[config.mk]
export PLATFORM = sky130hd
export DESIGN_NAME = alu_issue_stage
export DESIGN_NICKNAME = d
export VERILOG_FILES = /design/src/rtl/alu_pkg.sv /design/src/rtl/alu_issue_stage_fifo.sv /design/src/rtl/alu_issue_stage.sv
export SDC_FILE = /design/constraint.sdc
export NUM_CORES = 1
export LEC_CHECK = 0
export CAP_MARGIN = 25
export CORE_UTILIZATION = 45
export CTS_CLUSTER_DIAMETER = 200
export CTS_CLUSTER_SIZE = 10
export DETAILED_ROUTE_END_ITERATION = 10
export PLACE_DENSITY = 0.74
export SLEW_MARGIN = 20
export SYNTH_ARGS = -nofsm -noshare
export SYNTH_HDL_FRONTEND = slang
export SYNTH_HIERARCHICAL = 1
export SYNTH_SLANG_ARGS = --single-unit
[constraint.sdc]
create_clock -name clk -period 7.3 [get_ports clk]
set_input_delay 2.19 -clock clk [delete_from_list [all_inputs] [get_ports clk]]
set_output_delay 2.19 -clock clk [all_outputs]
set_load 0.05 [all_outputs]
[src/rtl/alu_pkg.sv]
// Shared types and constants for the ALU issue stage and its command FIFO.
// Optional feature macro used by the top: ALU_STICKY_FLAGS_EN.
package alu_pkg;

  localparam int DATA_W    = 32;
  localparam int OP_W      = 4;
  localparam int FLAG_W    = 3;
  localparam int OP_MAX    = 5;
  // Tag storage width inside the command struct; the top's TAG_W must not exceed it.
  localparam int TAG_MAX_W = 16;

  localparam int FLG_ZERO  = 0;
  localparam int FLG_OVF   = 1;
  localparam int FLG_CARRY = 2;

  typedef enum logic [OP_W-1:0] {
    ALU_ADD = 4'd0,
    ALU_SUB = 4'd1,
    ALU_AND = 4'd2,
    ALU_OR  = 4'd3,
    ALU_XOR = 4'd4,
    ALU_SHL = 4'd5
  } alu_op_e;

  // op stays a raw vector so illegal encodings survive the queue and can be flagged.
  typedef struct packed {
    logic [DATA_W-1:0]    a;
    logic [DATA_W-1:0]    b;
    logic [OP_W-1:0]      op;
    logic [TAG_MAX_W-1:0] tag;
  } alu_cmd_t;

  function automatic logic op_is_legal(input logic [OP_W-1:0] op);
    return (op <= OP_W'(OP_MAX));
  endfunction

endpackage

[src/rtl/alu_issue_stage_fifo.sv]
// Synchronous command FIFO of alu_cmd_t with push/pop, empty and occupancy count.
// DEPTH must be a power of two (>= 2) so the pointers wrap by natural overflow.
module alu_cmd_fifo
  import alu_pkg::*;
#(
  parameter  int DEPTH = 4,
  localparam int AW    = $clog2(DEPTH),
  localparam int CW    = AW + 1
) (
  input  logic          clk,
  input  logic          rst_n,
  input  logic          push,
  input  alu_cmd_t      push_data,
  input  logic          pop,
  output alu_cmd_t      head,
  output logic          empty,
  output logic [CW-1:0] count
);

  logic [AW-1:0] wr_ptr_q, wr_ptr_d;
  logic [AW-1:0] rd_ptr_q, rd_ptr_d;
  logic [CW-1:0] count_q, count_d;
  logic          full;
  logic          do_push;
  logic          do_pop;
  alu_cmd_t      mem_q [DEPTH];

  assign full    = (count_q == CW'(DEPTH));
  assign empty   = (count_q == '0);
  assign do_push = push && !full;
  assign do_pop  = pop && !empty;

  always_comb begin
    wr_ptr_d = wr_ptr_q;
    rd_ptr_d = rd_ptr_q;
    count_d  = count_q;
    if (do_push) wr_ptr_d = wr_ptr_q + AW'(1);
    if (do_pop)  rd_ptr_d = rd_ptr_q + AW'(1);
    case ({do_push, do_pop})
      2'b10:   count_d = count_q + CW'(1);
      2'b01:   count_d = count_q - CW'(1);
      default: count_d = count_q;
    endcase
  end

  always_ff @(posedge clk or negedge rst_n) begin
    if (!rst_n) begin
      wr_ptr_q <= '0;
      rd_ptr_q <= '0;
      count_q  <= '0;
    end else begin
      wr_ptr_q <= wr_ptr_d;
      rd_ptr_q <= rd_ptr_d;
      count_q  <= count_d;
    end
  end

  // Storage needs no reset: an entry is only observed once count says it was written.
  always_ff @(posedge clk) begin
    if (do_push) mem_q[wr_ptr_q] <= push_data;
  end

  assign head  = mem_q[rd_ptr_q];
  assign count = count_q;

endmodule

[src/rtl/alu_issue_stage.sv]
// Command queue and registered result stage wrapped around an external combinational ALU.
// Optional macro ALU_STICKY_FLAGS_EN adds clr_sticky / sticky_flags accumulation.
module alu_issue_stage
  import alu_pkg::*;
#(
  parameter int DEPTH = 4,
  parameter int TAG_W = 4
) (
  input  logic              clk,
  input  logic              rst_n,
  // Both interfaces: a transfer happens on a rising edge where valid && ready;
  // valid, once raised, keeps its payload stable until that transfer.
  input  logic              cmd_valid,
  output logic              cmd_ready,
  input  logic [DATA_W-1:0] cmd_a,
  input  logic [DATA_W-1:0] cmd_b,
  input  logic [OP_W-1:0]   cmd_op,
  input  logic [TAG_W-1:0]  cmd_tag,
  output logic [DATA_W-1:0] alu_a,
  output logic [DATA_W-1:0] alu_b,
  output logic [OP_W-1:0]   alu_opcode,
  input  logic [DATA_W-1:0] alu_result,
  input  logic              alu_zero,
  input  logic              alu_ovf,
  input  logic              alu_carry,
`ifdef ALU_STICKY_FLAGS_EN
  input  logic              clr_sticky,
  output logic [1:0]        sticky_flags,
`endif
  output logic              res_valid,
  input  logic              res_ready,
  output logic [DATA_W-1:0] res_data,
  output logic [FLAG_W-1:0] res_flags,
  output logic [TAG_W-1:0]  res_tag,
  output logic              res_err
);

  localparam int CW = $clog2(DEPTH) + 1;

  alu_cmd_t      push_cmd;
  alu_cmd_t      head;
  logic          fifo_empty;
  logic [CW-1:0] fifo_count;
  logic          push;
  logic          load;
  logic          head_legal;
  logic          unused_tag;

  logic              res_valid_q, res_valid_d;
  logic [DATA_W-1:0] res_data_q,  res_data_d;
  logic [FLAG_W-1:0] res_flags_q, res_flags_d;
  logic [TAG_W-1:0]  res_tag_q,   res_tag_d;
  logic              res_err_q,   res_err_d;

  assign cmd_ready = (fifo_count != CW'(DEPTH));
  assign push      = cmd_valid && cmd_ready;

  always_comb begin
    push_cmd     = '0;
    push_cmd.a   = cmd_a;
    push_cmd.b   = cmd_b;
    push_cmd.op  = cmd_op;
    push_cmd.tag = TAG_MAX_W'(cmd_tag);
  end

  alu_cmd_fifo #(
    .DEPTH (DEPTH)
  ) u_fifo (
    .clk       (clk),
    .rst_n     (rst_n),
    .push      (push),
    .push_data (push_cmd),
    .pop       (load),
    .head      (head),
    .empty     (fifo_empty),
    .count     (fifo_count)
  );

  // The ALU sees zeros rather than stale storage whenever nothing is queued.
  assign alu_a      = fifo_empty ? '0 : head.a;
  assign alu_b      = fifo_empty ? '0 : head.b;
  assign alu_opcode = fifo_empty ? '0 : head.op;

  assign head_legal = op_is_legal(head.op);
  assign load       = !fifo_empty && (!res_valid_q || res_ready);
  assign unused_tag = ^head.tag;

  always_comb begin
    res_valid_d = res_valid_q;
    res_data_d  = res_data_q;
    res_flags_d = res_flags_q;
    res_tag_d   = res_tag_q;
    res_err_d   = res_err_q;
    if (load) begin
      res_valid_d = 1'b1;
      res_tag_d   = head.tag[TAG_W-1:0];
      res_err_d   = !head_legal;
      res_data_d  = '0;
      res_flags_d = '0;
      // ALU output is undefined for illegal opcodes, so publish clean zeros instead.
      if (head_legal) begin
        res_data_d             = alu_result;
        res_flags_d[FLG_ZERO]  = alu_zero;
        res_flags_d[FLG_OVF]   = alu_ovf;
        res_flags_d[FLG_CARRY] = alu_carry;
      end
    end else if (res_valid_q && res_ready) begin
      res_valid_d = 1'b0;
    end
  end

  always_ff @(posedge clk or negedge rst_n) begin
    if (!rst_n) begin
      res_valid_q <= 1'b0;
      res_data_q  <= '0;
      res_flags_q <= '0;
      res_tag_q   <= '0;
      res_err_q   <= 1'b0;
    end else begin
      res_valid_q <= res_valid_d;
      res_data_q  <= res_data_d;
      res_flags_q <= res_flags_d;
      res_tag_q   <= res_tag_d;
      res_err_q   <= res_err_d;
    end
  end

  assign res_valid = res_valid_q;
  assign res_data  = res_data_q;
  assign res_flags = res_flags_q;
  assign res_tag   = res_tag_q;
  assign res_err   = res_err_q;

`ifdef ALU_STICKY_FLAGS_EN
  logic [1:0] sticky_q, sticky_d;
  logic [1:0] new_sticky;

  assign new_sticky = {alu_carry, alu_ovf};

  // A clear landing on the same edge as a legal load keeps that load's flags.
  always_comb begin
    sticky_d = sticky_q;
    if (clr_sticky) sticky_d = '0;
    if (load && head_legal) sticky_d = sticky_d | new_sticky;
  end

  always_ff @(posedge clk or negedge rst_n) begin
    if (!rst_n) sticky_q <= '0;
    else        sticky_q <= sticky_d;
  end

  assign sticky_flags = sticky_q;
`endif

endmodule

Yosys cells after proc, flatten, opt, wreduce, memory -nomap -nowiden
Memories as Yosys holds them, arrays and structs flattened.
Cells that the tools add are included.

storage, ports and cells
  register bits = 48
  bits in writable memories = 288
  input bits = 111
  output and inout bits = 110
  memories = 1

operators by class
  add/sub/neg operators = 4
  $lt $le $gt $ge = 1
  equality and inequality tests = 4
  multiplexer cells = 10
  reduce and logical (&&, ||, !) cells = 13

memory list
  name          words  width  read ports  clocked after Yosys merged registers in  wr ports  RTL line                    text
  u_fifo.mem_q  4      72     1           0                                        1         alu_issue_stage_fifo.sv:26  alu_cmd_t mem_q [DEPTH];

operator list
  cell                                                 number
  two-way mux 32 bit                                   3
  one-hot mux 3 bit (2 select lines)                   1
  logical AND 1 bit                                    5
  adder 2 x 1 -> 2 bit, second input constant          2
  <= comparator 4 x 3 -> 1 bit, second input constant  1
  zero test 1 bit                                      4
  two-way mux 1 bit                                    4
  two-way mux 4 bit                                    1
  nonzero test 2 bit                                   2
  adder 3 x 1 -> 3 bit, second input constant          1
  == test 3 bit, second input constant                 1
  zero test 3 bit                                      1
  two-way mux 3 bit                                    1
  inequality test 3 bit, second input constant         1
  subtractor 3 x 1 -> 3 bit, second input constant     1
  == test 2 x 1 -> 1 bit, second input constant        1
  == test 2 bit, second input constant                 1
  logical OR 1 bit                                     1

Logic depth before layout (Yosys ltp)
  word-level depth = 6
  gate-level depth with buffers = 12

By module
The synthesis kept the hierarchy.

by module, submodules not included
  module           times used  cells an instance  area an instance (um2)  sequential area each (um2)
  alu_cmd_fifo     1           477                12578.3                 10264.8
  alu_issue_stage  1           251                2220.9                  1026.0

Worst setup path after synthesis
Ideal clock, no wire load.

  kind = input-to-reg
  start point = input port cmd_valid
  end point = memory u_fifo/mem_q[0][0] (netlist bit), enable pin
  data arrival time = 4.696 ns
  data required time = 6.848 ns
  slack = 2.152 ns
  stages on the path = 4
  cells stage by stage = and2_1 -> inv_1 -> a31oi_1 -> and2_1

between the ends
  longest elaborated chain between the ends = 4

RTL lines
  what                                     RTL line                    text
  start: declaration                       alu_issue_stage.sv:13       input logic cmd_valid,
  logical AND 1 bit                        alu_issue_stage.sv:56       assign push = cmd_valid && cmd_ready;
  logical AND 1 bit                        alu_issue_stage_fifo.sv:30  assign do_push = push && !full;
  two-way mux 1 bit                        alu_issue_stage_fifo.sv:60  if (do_push) mem_q[wr_ptr_q] <= push_data;
  two-way mux 1 bit (implied by the code)  alu_issue_stage_fifo.sv:60
  end: declaration                         alu_issue_stage_fifo.sv:26

Every way passes these cells.

==> out/metrics.yaml <==
run_status:
  status: "finished clean"
drt:
  drtPass1Iterations: 4
  initialDrtViolationCount: 345
  routed_wl_um: 26200
  vias: 6802
  viasPerCell: 5.24
  wl_per_cell_um: 20.2
  drc_errors: 0
  route.antenna.remaining_nets: 0
sta:
  period_share_pct: 76.8
  fin_crit_ns: 5.61
  slew_headroom_pct: 34.4
  fmax_ghz: 0.178
  fin_worst_skew_ns: 0.0140
  hold_slack_ns: 0.500
  tightest_slew_ns: 0.981
  setup_tns_ns: 0
  rsz0062_at_grt: "no"
  finalMaxSlewViolations: 0
  setup_viol: 0
  hold_viol: 0
cts:
  holdBufCountCts: 0
  cts.sinks: 336
  htreeDepth: 2
  clkLatencyLatePin_ns: 0.51
  clkTransAtPathRegs_ns: 0.05
  cts-root-buf: "clkbuf_16"
  cts_buffers: 39
  cts_setup_buffers: 0
  post_cts_resize_count: 0
  cts_max_path_buffers: 3
  cts_tree: "done"
logic_synthesis:
  syn-num-nets: 784
  synth_area_um2: 13100
  yosysWarnings: 6
  syn_inst: 667
  syn_area_per_cell_um2: 19.6
critical_path:
  crit_type: "register to output port"
  cp.required_ns: 5.11
  worstPathMaxFanout: 41
  critPathTopFamily: "buffers and inverters"
  cp.arrival_ns: 3.42
  r2r_slack_ns: 3.52
  crit_end: "alu_b[11]"
  rr_startpoint: "u_fifo/count[0]$_DFFE_PN0P_"
  end_kind: "output port"
  cp-startpoint: "u_fifo/rd_ptr_q[0]$_DFFE_PN0P_"
  r2r_end: "u_fifo/count[2]$_DFFE_PN0P_"
  crit_path_top_delay_cell: "dfrtp_4"
  worst-path-buf-inv: 2
  cp_cell_sequence: "buf_4 > mux4_2 > and2b_1 > clkdlybuf4s50_1"
  rr_worst_depth: 14
  slowest_delay_ns: 0.98
  startpoint_type: "register"
  cp.depth: 4
grt:
  grtUsageMet2_pct: 29.4
  grt_overflow: 0
  grt_max_degree: 57
  grtUsageMet3_pct: 5.22
  antenna_found_initial: 3
  use_met1_pct: 22.9
  grt_pass1_vias: 7395
  grt_pass1_wl_um: 41200
  grt-busiest-layer: "met2"
  track_usage_pct: 17.9
layout:
  finalNetCount: 1016
  layout_commonest_cell: "edfxtp_1"
  diodes: 0
  area_growth_pct: 27.4
  drive_gt1_share_pct: 15.7
  final_cell_mix: "edfxtp_1, clkdlybuf4s50_1, mux4_2"
die:
  dieArea_um2: 29800
  die_x_um: 173
  row_count: 62
  core_area_um2: 28600
  initial_core_util_pct: 45.7
  die_h_um: 173
  io_pins: 221
placement:
  port_buffers: 220
  gp_congestion: 0.819
  hpwl_um: 15500
worst_hold_path:
  worstHoldPathType: "register to register"
run:
  maxCapViolCount: 0
layer usage:
| layer | share of wire, % | vias to the layer above | wire length, um |
|---|---|---|---|
| li1 | - | 3047 | - |
| met1 | 42 | 3468 | 11100 |
| met2 | 48 | 242 | 12600 |
| met3 | 7.7 | 45 | 2030 |
| met4 | 2.1 | 0 | 562 |
| met5 | 0 | - | 0 |
sequential cells by signal, summed over array words and instances, names as in the netlist:
signal	count
u_fifo/mem_q	288
res_err	1
u_fifo/wr_ptr_q	2
res_flags	3
res_tag	4
res_valid	1
res_data	32
u_fifo/count	3
u_fifo/rd_ptr_q	2
layout make-up:
class	instances	area [um2]
clock buffer	52	1050
clock inverter	3	55.1
inverter	9	40.0
timing repair buffer	232	2300
sequential	336	9860
tap	384	480
fill	2105	12000
multi-input combinational	281	2900
how the worst min path moves through the flow:
stage,cells after the start,from,to
after global routing,1,res_tag[3]$_DFFE_PN0P_,res_tag[3]$_DFFE_PN0P_
after global placement,2,res_data[31]$_DFFE_PN0P_,res_data[31]$_DFFE_PN0P_
after CTS,2,res_data[12]$_DFFE_PN0P_,res_data[12]$_DFFE_PN0P_
after detailed placement,2,res_data[12]$_DFFE_PN0P_,res_data[12]$_DFFE_PN0P_
after floorplan,1,u_fifo/count[2]$_DFFE_PN0P_,u_fifo/count[2]$_DFFE_PN0P_
final,2,res_data[12]$_DFFE_PN0P_,res_data[12]$_DFFE_PN0P_
worst register-to-register path, delay by kind of cell, from the launching register on:
family,cells,cell delay (ns)
buffers and inverters,6,1.62
AND/OR/NAND/NOR,4,0.75
adder cells (fa/ha/maj),2,0.63
flip-flops,1,0.40
XOR/XNOR,2,0.30
metrics by stage:
stage / std cells / util, % / area, um2 / setup WS (ns)
floorplan: 667 / - / 13100 / 2.43
global placement: 1241 / 54.3 / 15600 / 2.09
detailed placement: 1242 / 54.4 / 15600 / 2.11
CTS: 1297 / 58.3 / 16700 / 1.55
global route: 1297 / 58.3 / 16700 / 1.45
finish: 1297 / 58.3 / 16700 / 1.69
Power is not shown: default switching activity piles up to over one toggle a cycle in this logic, so the estimate is an artifact.
